<file path="src/rtl/tx_lane_serializer.sv">
// NCH-channel word serializer on a single bit clock: captures one frame every NCH*W cycles
// and sends it MSB-first, channel 0 first. Optional scrambler via TX_SCRAMBLE_EN.
module tx_lane_serializer #(
  parameter int unsigned NCH = 4,
  parameter int unsigned W = 8,
  parameter logic [W-1:0] IDLE_SYM = W'(8'hBC),
  localparam int unsigned CW = (NCH > 1) ? $clog2(NCH) : 1,
  localparam int unsigned BW = $clog2(W)
) (
  input  logic              clk_32f,
  input  logic              rst,
  input  logic [NCH*W-1:0]  data_in,
  input  logic [NCH-1:0]    valid_in,
  input  logic              idle_in,
  output logic              salida_tx,
  output logic              frame_start,
  output logic              word_is_data,
  output logic [CW-1:0]     ch_active
);

  logic [BW-1:0]  bit_q, bit_d;
  logic [CW-1:0]  slot_q, slot_d;
  logic [W-1:0]   shift_q, shift_d;
  logic [W-1:0]   data_hold [NCH];
  logic [NCH-1:0] valid_hold;
  logic           idle_hold;
  logic           is_data_d;
  logic [CW-1:0]  ch_d;
  logic           start_d;
  logic           load, capture;
  logic [W-1:0]   cur_data;
  logic           cur_ok;

  // Channel 0 comes straight from the inputs on the capture edge; the rest from holding regs.
  always_comb begin
    bit_d     = bit_q;
    slot_d    = slot_q;
    shift_d   = {shift_q[W-2:0], 1'b0};
    is_data_d = word_is_data;
    ch_d      = ch_active;
    cur_data  = data_hold[slot_q];
    cur_ok    = valid_hold[slot_q] & ~idle_hold;
    load      = (bit_q == '0);
    capture   = load && (slot_q == '0);
    start_d   = capture;

    if (bit_q == BW'(W-1)) begin
      bit_d  = '0;
      slot_d = (slot_q == CW'(NCH-1)) ? '0 : slot_q + CW'(1);
    end else begin
      bit_d = bit_q + BW'(1);
    end

    if (slot_q == '0) begin
      cur_data = data_in[W-1:0];
      cur_ok   = valid_in[0] & ~idle_in;
    end

    if (load) begin
      shift_d   = cur_ok ? cur_data : IDLE_SYM;
      is_data_d = cur_ok;
      ch_d      = slot_q;
    end
  end

  always_ff @(posedge clk_32f) begin
    if (rst) begin
      bit_q        <= '0;
      slot_q       <= '0;
      shift_q      <= '0;
      valid_hold   <= '0;
      idle_hold    <= 1'b0;
      frame_start  <= 1'b0;
      word_is_data <= 1'b0;
      ch_active    <= '0;
      for (int unsigned c = 0; c < NCH; c++) data_hold[c] <= '0;
    end else begin
      bit_q        <= bit_d;
      slot_q       <= slot_d;
      shift_q      <= shift_d;
      frame_start  <= start_d;
      word_is_data <= is_data_d;
      ch_active    <= ch_d;
      if (capture) begin
        valid_hold <= valid_in;
        idle_hold  <= idle_in;
        for (int unsigned c = 0; c < NCH; c++) data_hold[c] <= data_in[c*W +: W];
      end
    end
  end

`ifdef TX_SCRAMBLE_EN
  logic [15:0] lfsr_q;
  logic        scr_q;

  // x^16+x^5+x^4+x^3+1; each shown bit uses the LFSR state held before that edge's step.
  always_ff @(posedge clk_32f) begin
    if (rst) begin
      lfsr_q <= 16'hFFFF;
      scr_q  <= 1'b0;
    end else begin
      lfsr_q <= {lfsr_q[14:0], lfsr_q[15] ^ lfsr_q[4] ^ lfsr_q[3] ^ lfsr_q[2]};
      scr_q  <= shift_d[W-1] ^ (is_data_d & lfsr_q[15]);
    end
  end

  assign salida_tx = scr_q;
`else
  assign salida_tx = shift_q[W-1];
`endif

endmodule

</file>
<file path="config.mk">
export PLATFORM = sky130hd
export DESIGN_NAME = tx_lane_serializer
export DESIGN_NICKNAME = d
export VERILOG_FILES = /design/src/rtl/tx_lane_serializer.sv
export SDC_FILE = /design/constraint.sdc
export NUM_CORES = 1
export LEC_CHECK = 0
export CORE_ASPECT_RATIO = 0.6
export CORE_MARGIN = 10
export CORE_UTILIZATION = 60
export CTS_BUF_LIST = sky130_fd_sc_hd__clkbuf_4
export DETAILED_ROUTE_END_ITERATION = 10
export DONT_BUFFER_PORTS = 1
export PLACE_DENSITY = 0.76
export SETUP_SLACK_MARGIN = 0.05
export SLEW_MARGIN = 20
export SYNTH_ARGS = -nofsm -noshare
export SYNTH_HDL_FRONTEND = slang
export SYNTH_SLANG_ARGS = --single-unit
</file>
<file path="constraint.sdc">
create_clock -name clk_32f -period 4.8 [get_ports clk_32f]
set_input_delay 0 -clock clk_32f [delete_from_list [all_inputs] [get_ports clk_32f]]
set_output_delay 0 -clock clk_32f [all_outputs]
set_load 0.1 [all_outputs]
</file>
* Word level (Yosys, flattened, before mapping)
Memories as Yosys holds them, arrays and structs flattened. A register that Yosys moved wholly into a read port is not among the register bits.
Cells that the tools add are included.
Widths: inputs -> output; s select.
** Cells by class
- Magnitude comparators :: 1
- Reduce and logical (&&, ||, !) cells :: 5
- Muxes and demuxes :: 18
- Equality and inequality tests :: 2
- Add/sub/neg operators :: 2
- Bitwise logic cells :: 10
** Operators with widths (count)
- $mux 8 :: 7
- $mux 1 :: 7
- $mux 2 :: 3
- $not 1->1 :: 4
- $or 1x1->1 :: 4
- $add 3x1->3 const B :: 1
- $eq 3x3->1 const B :: 1
- $logic_not 3->1 :: 1
- $lt 2x3->1 const B :: 1
- $reduce_or 3->1 :: 1
- $add 2x1->2 const B :: 1
- $and 1x1->1 :: 2
- $bmux 1 s2 :: 1
- $eq 2x2->1 const B :: 1
- $logic_not 2->1 :: 1
- $reduce_or 2->1 :: 1
- $logic_and 1x1->1 :: 1
** Word-level totals
- Flip-flop bits (word level) :: 22
- Bits in writable memories :: 32
- Bits of input ports :: 39
- Output and inout bits :: 5
- Memories kept :: 1
- Word-level logic and storage cells :: 48
** Memory list
- data_hold :: words 4, width 8, read ports 1, clocked after memory_dff 1, write ports 4, line 24 : logic [W-1:0] data_hold [NCH];

* Logic depth before layout (Yosys ltp)
Gate-level depths: netlist of the first run.
- Word-level depth :: 6
- Gate-level depth with buffers :: 6
- Depth with buffers taken out :: 5

* Least setup slack after synthesis of the first run
OpenSTA, ideal clock, no wires.
- Path type :: register to register
- From :: register slot_q[0]
- To :: memory data_hold[0][0], enable pin
- Path buffers :: 0
- Path slack :: 2.744 ns
- Period minus slack after synthesis :: 2.056 ns
- Stages on the path, launching flop included :: 5
- Required time :: 4.406 ns
- Setup time :: 0.394 ns
- Data arrival time :: 1.662 ns
- Cell sequence :: dfxtp_1 -> inv_1 -> ha_1 -> nand3b_1 -> nand2b_1
** RTL lines
- start: declaration :: line 22 : logic [CW-1:0] slot_q, slot_d;
- start signal: assignment :: line 79 : slot_q <= slot_d;
- end: declaration :: line 24

* Worst setup path in the final report of the first run
- From :: register bit_q[0]
- To :: register shift_q[0]
** Between the ends
- Cells in the longest elaborated chain, start to end :: 3
** Ends and longest elaborated chain
- start: declaration :: line 21 : logic [BW-1:0] bit_q, bit_d;
- start signal: assignment :: line 78 : bit_q <= bit_d;
- $logic_not 3->1 :: line 43 : load = (bit_q == '0);
- $not 1->1 (no line)
- $reduce_or 3->1 (no line)
- end signal: assignment :: line 80 : shift_q <= shift_d;
- end: declaration :: line 23 : logic [W-1:0] shift_q, shift_d;
Every way passes these cells.
A chain may end at the register's enable or synchronous reset.

==> results of run 1 <==
==> cell families (layout without fill, tap and decap cells) <==
| logic type | after synthesis | count (layout) | share of synthesized area |
|---|---|---|---|
| and+or+nand+nor | 78 | 78 | 0.1721 |
| DFF | 56 | 56 | 0.6063 |
| AOI/OAI and AO/OA | 17 | 17 | 0.06632 |
| muxes | 14 | 14 | 0.1063 |
| buffers and inverters | 14 | 54 | 0.02263 |
| adders and majority gates | 5 | 5 | 0.02632 |
==> placed cells by master (no fill, tap or decap), types with 2 or more instances in the layout <==
cell type / n
nor3_1: 2
dfxtp_1: 24
nand3_1: 3
and2_1: 34
a221oi_1: 2
dlygate4sd3_1: 39
nand2b_1: 2
nor3b_1: 2
edfxtp_1: 32
buf_4: 2
a21oi_1: 6
nand2_1: 20
a211oi_1: 2
a311oi_2: 5
mux4_2: 9
clkbuf_4: 6
mux2i_1: 5
ha_1: 5
nor2_1: 12
clkinv_1: 2
inv_1: 4
==> routing by layer <==
metal  vias up  part of all wire  wire length [um]  GRT usage
met4         0             0.018                89    0.06920
met1       752              0.42              2105     0.1830
met2        58              0.50              2501     0.2492
li1        732                 -                 -          -
met3        12             0.066               330    0.05060
met5         -                 0                 0          0
==> cell usage after synthesis, types with 2 or more instances <==
cell type,count
edfxtp_1,32
nand3_1,3
inv_1,4
nor3_1,2
nand2_1,20
a221oi_1,2
mux2i_1,5
nand2b_1,2
clkbuf_1,7
mux4_2,9
and2_1,34
a311oi_2,5
ha_1,5
a211oi_1,2
a21oi_1,6
nor3b_1,2
dfxtp_1,24
nor2_1,12
==> flip-flops by register name (all words and copies together) (netlist names), named ones only <==
register and flops:
idle_hold 1, slot_q 2, shift_q 8, valid_hold 4, data_hold 32, frame_start 1
ch_active 2, bit_q 3, word_is_data 1
==> worst max-delay path, stage by stage (launching register included) <==
cell,delay [ns]
dfxtp_1,0.35
inv_1,0.06
ha_1,0.19
nor2b_1,0.68
a32oi_1,0.40
nor3_1,0.29
dlygate4sd3_1,0.58
==> cell type report <==
class	instances	area, um^2
sequential	56	1441
fill	226	884.6
multi-input combinational	114	882.1
timing repair buffer	41	405.4
tap	47	58.81
clock buffer	6	45.04
inverter	5	18.77
clock inverter	2	7.507
==> metrics by stage <==
| step | setup WS [ns] | hold slack [ns] | cells | utilization |
|---|---|---|---|---|
| 6_report | 2.208 | 0.05758 | 271 | 0.7637 |
| 5_1_grt | 1.995 | 0.04661 | 271 | 0.7637 |
| 4_1_cts | 2.338 | 0.005112 | 271 | 0.7637 |
| 3_5_place_dp | 2.669 | 0.07292 | 224 | 0.6454 |
| 3_3_place_gp | 2.787 | 0.07172 | 224 | 0.6454 |
| 2_1_floorplan | 2.744 | 0.06786 | 184 | - |
==> worst max path at each step <==
stage | from | end | slack, ns | depth (start not counted)
floorplan | slot_q[0]$_SDFFE_PP0N_ | data_hold[0][0]$_SDFFCE_PN0P_ | 2.74 | 4
global placement | slot_q[0]$_SDFFE_PP0N_ | data_hold[2][7]$_SDFFCE_PN0P_ | 2.79 | 5
detailed placement | slot_q[0]$_SDFFE_PP0N_ | data_hold[1][7]$_SDFFCE_PN0P_ | 2.67 | 5
CTS | bit_q[0]$_SDFF_PP0_ | shift_q[0]$_SDFF_PP0_ | 2.34 | 6
global route | bit_q[0]$_SDFF_PP0_ | shift_q[0]$_SDFF_PP0_ | 1.99 | 6
finish | bit_q[0]$_SDFF_PP0_ | shift_q[0]$_SDFF_PP0_ | 2.21 | 6
==> where the power goes <==
group	internal (mW)	switching, mW	total (mW)
logic	0.0632	0.0600	0.123
clock network	0.0608	0.139	0.200
registers	0.564	0.0359	0.599
==> timing repair <==
action                    CTS  global route
hold buffers               39             0
setup buffers               0             0
hold endpoints to repair   56             0
==> run summary, run 1 <==
The remaining global-route overflow came out at 0. The share of async-settable or async-resettable flops after synthesis came out at 0. The number of different library cells in the post-synthesis netlist is 26. The maximum vdd drop came out at 0.1976 mV. The final non-filler cell area is 2859 um^2. The largest area contributor in the synthesized netlist is edfxtp_1. The net count of the finished layout is 267. The global placer's final weighted congestion came out at 0.8276. The design draws 922.9 uW. Setup repair after global routing left no endpoint under its margin. The data required time at the worst endpoint is 5.13 ns. Data on the critical path arrives at its endpoint at 2.92 ns.

The worst register-to-register path ends at shift_q[0]$_SDFF_PP0_. The total power divided by cell area is 322.8 nW/um^2. The DRC violation count after routing came out at 0.

The maximum level of the CTS H-tree is 2. The total number of placement rows is 17. The shortest period the worst path allows came out at 2.592 ns. The top achievable clock speed is 385.7 MHz. The final total negative setup slack is 0 ns. In this run the static leakage power is 1.082 nW. The TritonCTS clock tree is yes. The critical path in this run is classified as reg2reg.

The headroom to the max-slew limit came out at 0.3289. The number of storage elements in the synthesis netlist came out at 56. For this run, the leading register cell type out of synthesis is edfxtp_1. After synthesis, the cell types taking the most area are edfxtp_1 (40%), dfxtp_1 (20%), and2_1 (8.9%).

The clock slew at the register clock pins of the worst setup and hold paths came out at 0.15 ns. Once detail routing completed, the nets flagged for antenna violations numbered 0. The number of top-level pins is 44. The path with the worst hold slack has its endpoint at shift_q[6]$_SDFF_PP0_. Of the post-synthesis cell area, the dominant cell type holds 0.4042.

The wire length of the first global-routing pass came out at 8.052 mm. The initial antenna violation count came out at 0. STA classifies the critical path endpoint as a register.

The final setup violation count came out at 0. The total nets after synthesis came out at 228. The number of global-route vias before repair is 1633. The wire length reported by the detailed router is 5.026 mm.

The share of cells above drive strength 1 is 0.1071. The final period utilization is 0.5401. The netlist area before placement came out at 2377 um^2. The width of the chip is 101.3 um. The number of buffers inserted by port buffering came out at 0. In this run the worst path has a maximum fanout of 12.

The synthesis warning total came out at 0. Clock tree synthesis selected as its root buffer the cell clkbuf_4. The number of maximum-capacitance constraint violations came out at 0. The floorplan step set the die height to 68.76 um. The synthesized netlist cell count came out at 184. After the first detailed-routing iteration, the DRC count stood at 127. Detailed placement finished with a half-perimeter wire length of 3.211 mm. The placeable core region came out at 3744 um^2. The path category of the worst min-delay check is in2reg. Averaged over all synthesized cells, the footprint is 12.92 um^2. The worst-case clock skew is 0.006584 ns.

The number of buffers inserted during clock tree synthesis came out at 5. The average routed wire per standard cell is 18.55 um. The final antenna diode count is 0. The via-per-instance ratio came out at 5.734. For the worst-skew pair, the clock arrives at the later sink with an insertion delay of 0.37 ns.

The TritonCTS sink count came out at 56. Relative to the synthesized area, the layout overhead comes to 20.26%. The setup slack of the most critical reg-to-reg path came out at 2.21 ns. The worst setup path is launched from a register. The largest net degree at the start of global routing came out at 34. The full die area is 6962 um^2. For this run, the detailed router's first-pass iteration total came to 4. The number of instances on the worst hold path is 3. The hold violation total from the final report came out at 0. The flow ran to the end, and the final reports show no timing, DRC or antenna violations. For the pin with the worst max-slew slack, the measured transition is 1.005 ns. In this run the cell area measured after placement is 2416 um^2. The maximum buffer depth of the clock tree is 2.

The max-slew violation count came out at 0. Counting cells, the worst reg-to-reg path comes to 6. The effective utilization at floorplan is 0.6350. The number of synthesized flops with an enable pin came out at 32. The count of instances resized after the clock tree is built came out at 0. The total track usage is 0.1525.

In this run the critical register-to-register path is launched from bit_q[0]$_SDFF_PP0_. In this run the most critical hold path is launched from data_in[6]. Of the synthesized area, sequential elements account for 0.6063. Summing over every cut layer, the via total after detailed routing is 1554.
Power figures use the tool's default switching activity.
==> run 2: changes to the inputs <==
==> constraint.sdc (replaced) <==
create_clock -name clk_32f -period 2.6 [get_ports clk_32f]
set_input_delay 0 -clock clk_32f [delete_from_list [all_inputs] [get_ports clk_32f]]
set_output_delay 0 -clock clk_32f [all_outputs]
set_load 0.1 [all_outputs]
==> run 2 against run 1 <==
Die area unchanged. Sequential power rose by 84%. Non-clock buffer count rose by 4. Utilization is 0.84 points higher. Critical path type unchanged.
==> run summary, run 2 (same netlist as run 1, synthesis figures left out) <==
The largest net degree at the start of global routing came out at 34. Grouping stages by cell kind, the critical path spends the most delay in buffers and inverters. The slew of the pin with the lowest slew margin came out at 0.9447 ns. The final setup violation count is 0. Cell internal power was estimated by the tool at 1.287 mW. More flip-flops sit in one register than any other, and that register is data_hold.

The via-per-instance ratio came out at 5.669. After global routing the overflow that remains totals 0. The TritonCTS clock tree is yes. Post-CTS timing repair inserted 0 buffers for setup. The top achievable clock speed came out at 486.5 MHz.

Counting both buffers and inverters, the worst setup path holds a total of 3. Measured against its own limit, the worst slew margin works out to 0.3694. The wire length reported by the detailed router is 5.119 mm. The final period utilization is 0.7906. The half-perimeter wire length after placement is 3.358 mm. Leaving out fill and tap cells, the most frequent cell in the layout is dlygate4sd3_1. The number of buffers inserted by port buffering came out at 0. The total power after layout came out at 1.720 mW.

The share of cells above drive strength 1 came out at 0.1272. The detailed-router iteration count before antenna repair came out at 4. The maximum fanout count along the critical path is 9. The hold violation total from the final report is 0. The initial antenna violation count came out at 0. The switching component of the power came out at 432.7 uW. The detailed router put a total of 2.210 mm of wire on met1. After routing the design area is 2890 um^2. The multi-input gate area in the final layout came out at 882.1 um^2. The count of instances resized after the clock tree is built is 0. The wire length on met2 came out at 2.598 mm. The DRC violation count after routing is 0.

The data required time at the worst endpoint came out at 2.93 ns. The clock slew at the register clock pins of the worst setup and hold paths came out at 0.15 ns. The number of buffers inserted during clock tree synthesis is 5. The number of top-level pins came out at 44. The TritonCTS sink count came out at 56.

The worst setup path is launched from a register. The floorplan has 17 rows. In this design, the stage delay of the slowest critical-path cell is 0.57 ns.

STA classifies the critical path endpoint as a register. The global placer's final weighted congestion came out at 0.7488. The number of hold buffers added after CTS was 38.

For this design, the slowest cell found on the critical path is dlygate4sd3_1. The switching part of the total power came out at 0.2515. The routed layout has 1559 vias. The classification of the worst setup path is reg2reg. After detailed routing, no signal wire sits above met4. The leakage power summed over all cells is 1.103 nW. The flip-flop count of the largest register after layout is 32. The number of global-route vias before repair is 1594. Walking the worst path, the cells encountered are inv_1, ha_1, nor2b_1, buf_4, nand3_1, a21oi_1, dlygate4sd3_1. The detailed route wirelength on metal3 is 258 um. The shortest period the worst path allows came out at 2.056 ns. The path category of the worst min-delay check is in2reg. The wire length of the first global-routing pass is 8.197 mm. Power spread over the standard cell area amounts to 595.1 nW/um^2. The layout has 225 filler cells.

The placement-stage cell area came out at 2454 um^2. In this run, the number of DRC markers left after iteration 0 of detailed routing was 119. The non-filler instance count after layout is 275. The source-to-sink clock delay at the later pin of the worst-skew pair is 0.37 ns. The flip-flop and latch area came out at 1441 um^2.

The share of power burned in the clock network is 0.220. The effective utilization at floorplan is 0.6350. In the global route stage, overall resource usage came out at 0.1542. Leaving out fill and tap cells, the most frequent cells in the layout are dlygate4sd3_1 (38), and2_1 (34), edfxtp_1 (32). The placeable core region came out at 3744 um^2.

IR analysis of the VDD net gives a maximum drop of 0.4850 mV. The total placed cells including tap cells is 229. CTS placed an instance of clkbuf_4 at the clock tree root. The layout-stage area growth over the synthesis result came out at 21.58%.

The average routed wire per standard cell came out at 18.61 um. The width of the chip is 101.3 um. The final core area utilization is 0.7721. The largest registers in the layout are data_hold x32, shift_q x8, valid_hold x4.

STA puts the critical path data arrival time at 2.38 ns. The number of maximum-capacitance constraint violations came out at 0. The maximum buffer depth of the clock tree is 2.

The final antenna diode count is 0. Measured along the y axis, the die boundary spans 68.76 um. The share of total power dissipated in sequential elements is 0.639. Adding up every negative setup slack in the final design gives 0 ns. The worst-case clock skew came out at 0.007075 ns.

The total number of nets in the final design came out at 271. The flow ran to the end, and the final reports show no timing, DRC or antenna violations. The die covers 6962 um^2.

The share of total power dissipated in combinational logic is 0.141. In this run the remaining antenna-violating nets after routing total 0. Setup repair after global routing left no endpoint under its margin. The max-slew violation count came to 0. The H-tree generated during clock tree synthesis spans 2 levels.
[run 2: cell types whose count changed in the layout (fill, tap and decap cells not counted)]
cell | previous run | this run
clkbuf_4 | 6 | 7
dlygate4sd3_1 | 39 | 38
buf_4 | 2 | 7
inv_2 | 1 | 0
[run 2: worst paths after layout]
| check | start | to | slack (ns) | depth (start not counted) |
|---|---|---|---|---|
| max | bit_q[0]$_SDFF_PP0_ | valid_hold[1]$_SDFFE_PP0P_ | 0.54 | 7 |
| min | data_in[1] | shift_q[1]$_SDFF_PP0_ | 0.006 | 3 |
| max reg2reg | bit_q[0]$_SDFF_PP0_ | valid_hold[1]$_SDFFE_PP0P_ | 0.54 | 7 |
| min reg2reg | bit_q[0]$_SDFF_PP0_ | bit_q[0]$_SDFF_PP0_ | 0.48 | 1 |
[run 2: per-layer routing]
layer  track usage  vias to the layer above
met3       0.04365                        8
li1              -                      742
met2        0.2666                       42
met1        0.1866                      767
met5             0                        -
met4       0.04671                        0
[run 2: cell type report]
cell class / count / share of cell area
multi-input combinational: 114 / 0.3052
timing repair buffer: 45 / 0.1498
tap: 47 / 0.02035
clock buffer: 7 / 0.01818
clock inverter: 1 / 0.001299
sequential: 56 / 0.4987
inverter: 5 / 0.006494
[run 2: power by group through the flow]
stage               Combinational, mW  Clock, mW  Sequential (mW)
CTS                             0.237      0.381             1.10
detailed placement              0.184          0             1.12
floorplan                       0.144          0             1.11
finish                          0.242      0.378             1.10
global placement                0.176          0             1.12
global route                    0.264      0.417             1.11
[run 2: worst reg2reg max path, delay by kind of cell, from the launching register on]
family                   cells  cell delay (ns)
AND/OR/NAND/NOR              2             0.42
adder cells (fa/ha/maj)      1             0.20
buffers and inverters        3             0.87
flip-flops                   1             0.36
AO/OA/AOI/OAI                1             0.17
[run 2: metrics by stage]
| stage | setup slack (ns) | hold WS (ns) |
|---|---|---|
| global route | 0.4157 | 0.008824 |
| CTS | 0.6363 | 0.006888 |
| detailed placement | 0.8557 | 0.07430 |
| global placement | 0.8979 | 0.07195 |
| finish | 0.5444 | 0.005897 |
| floorplan | 0.5438 | 0.06786 |
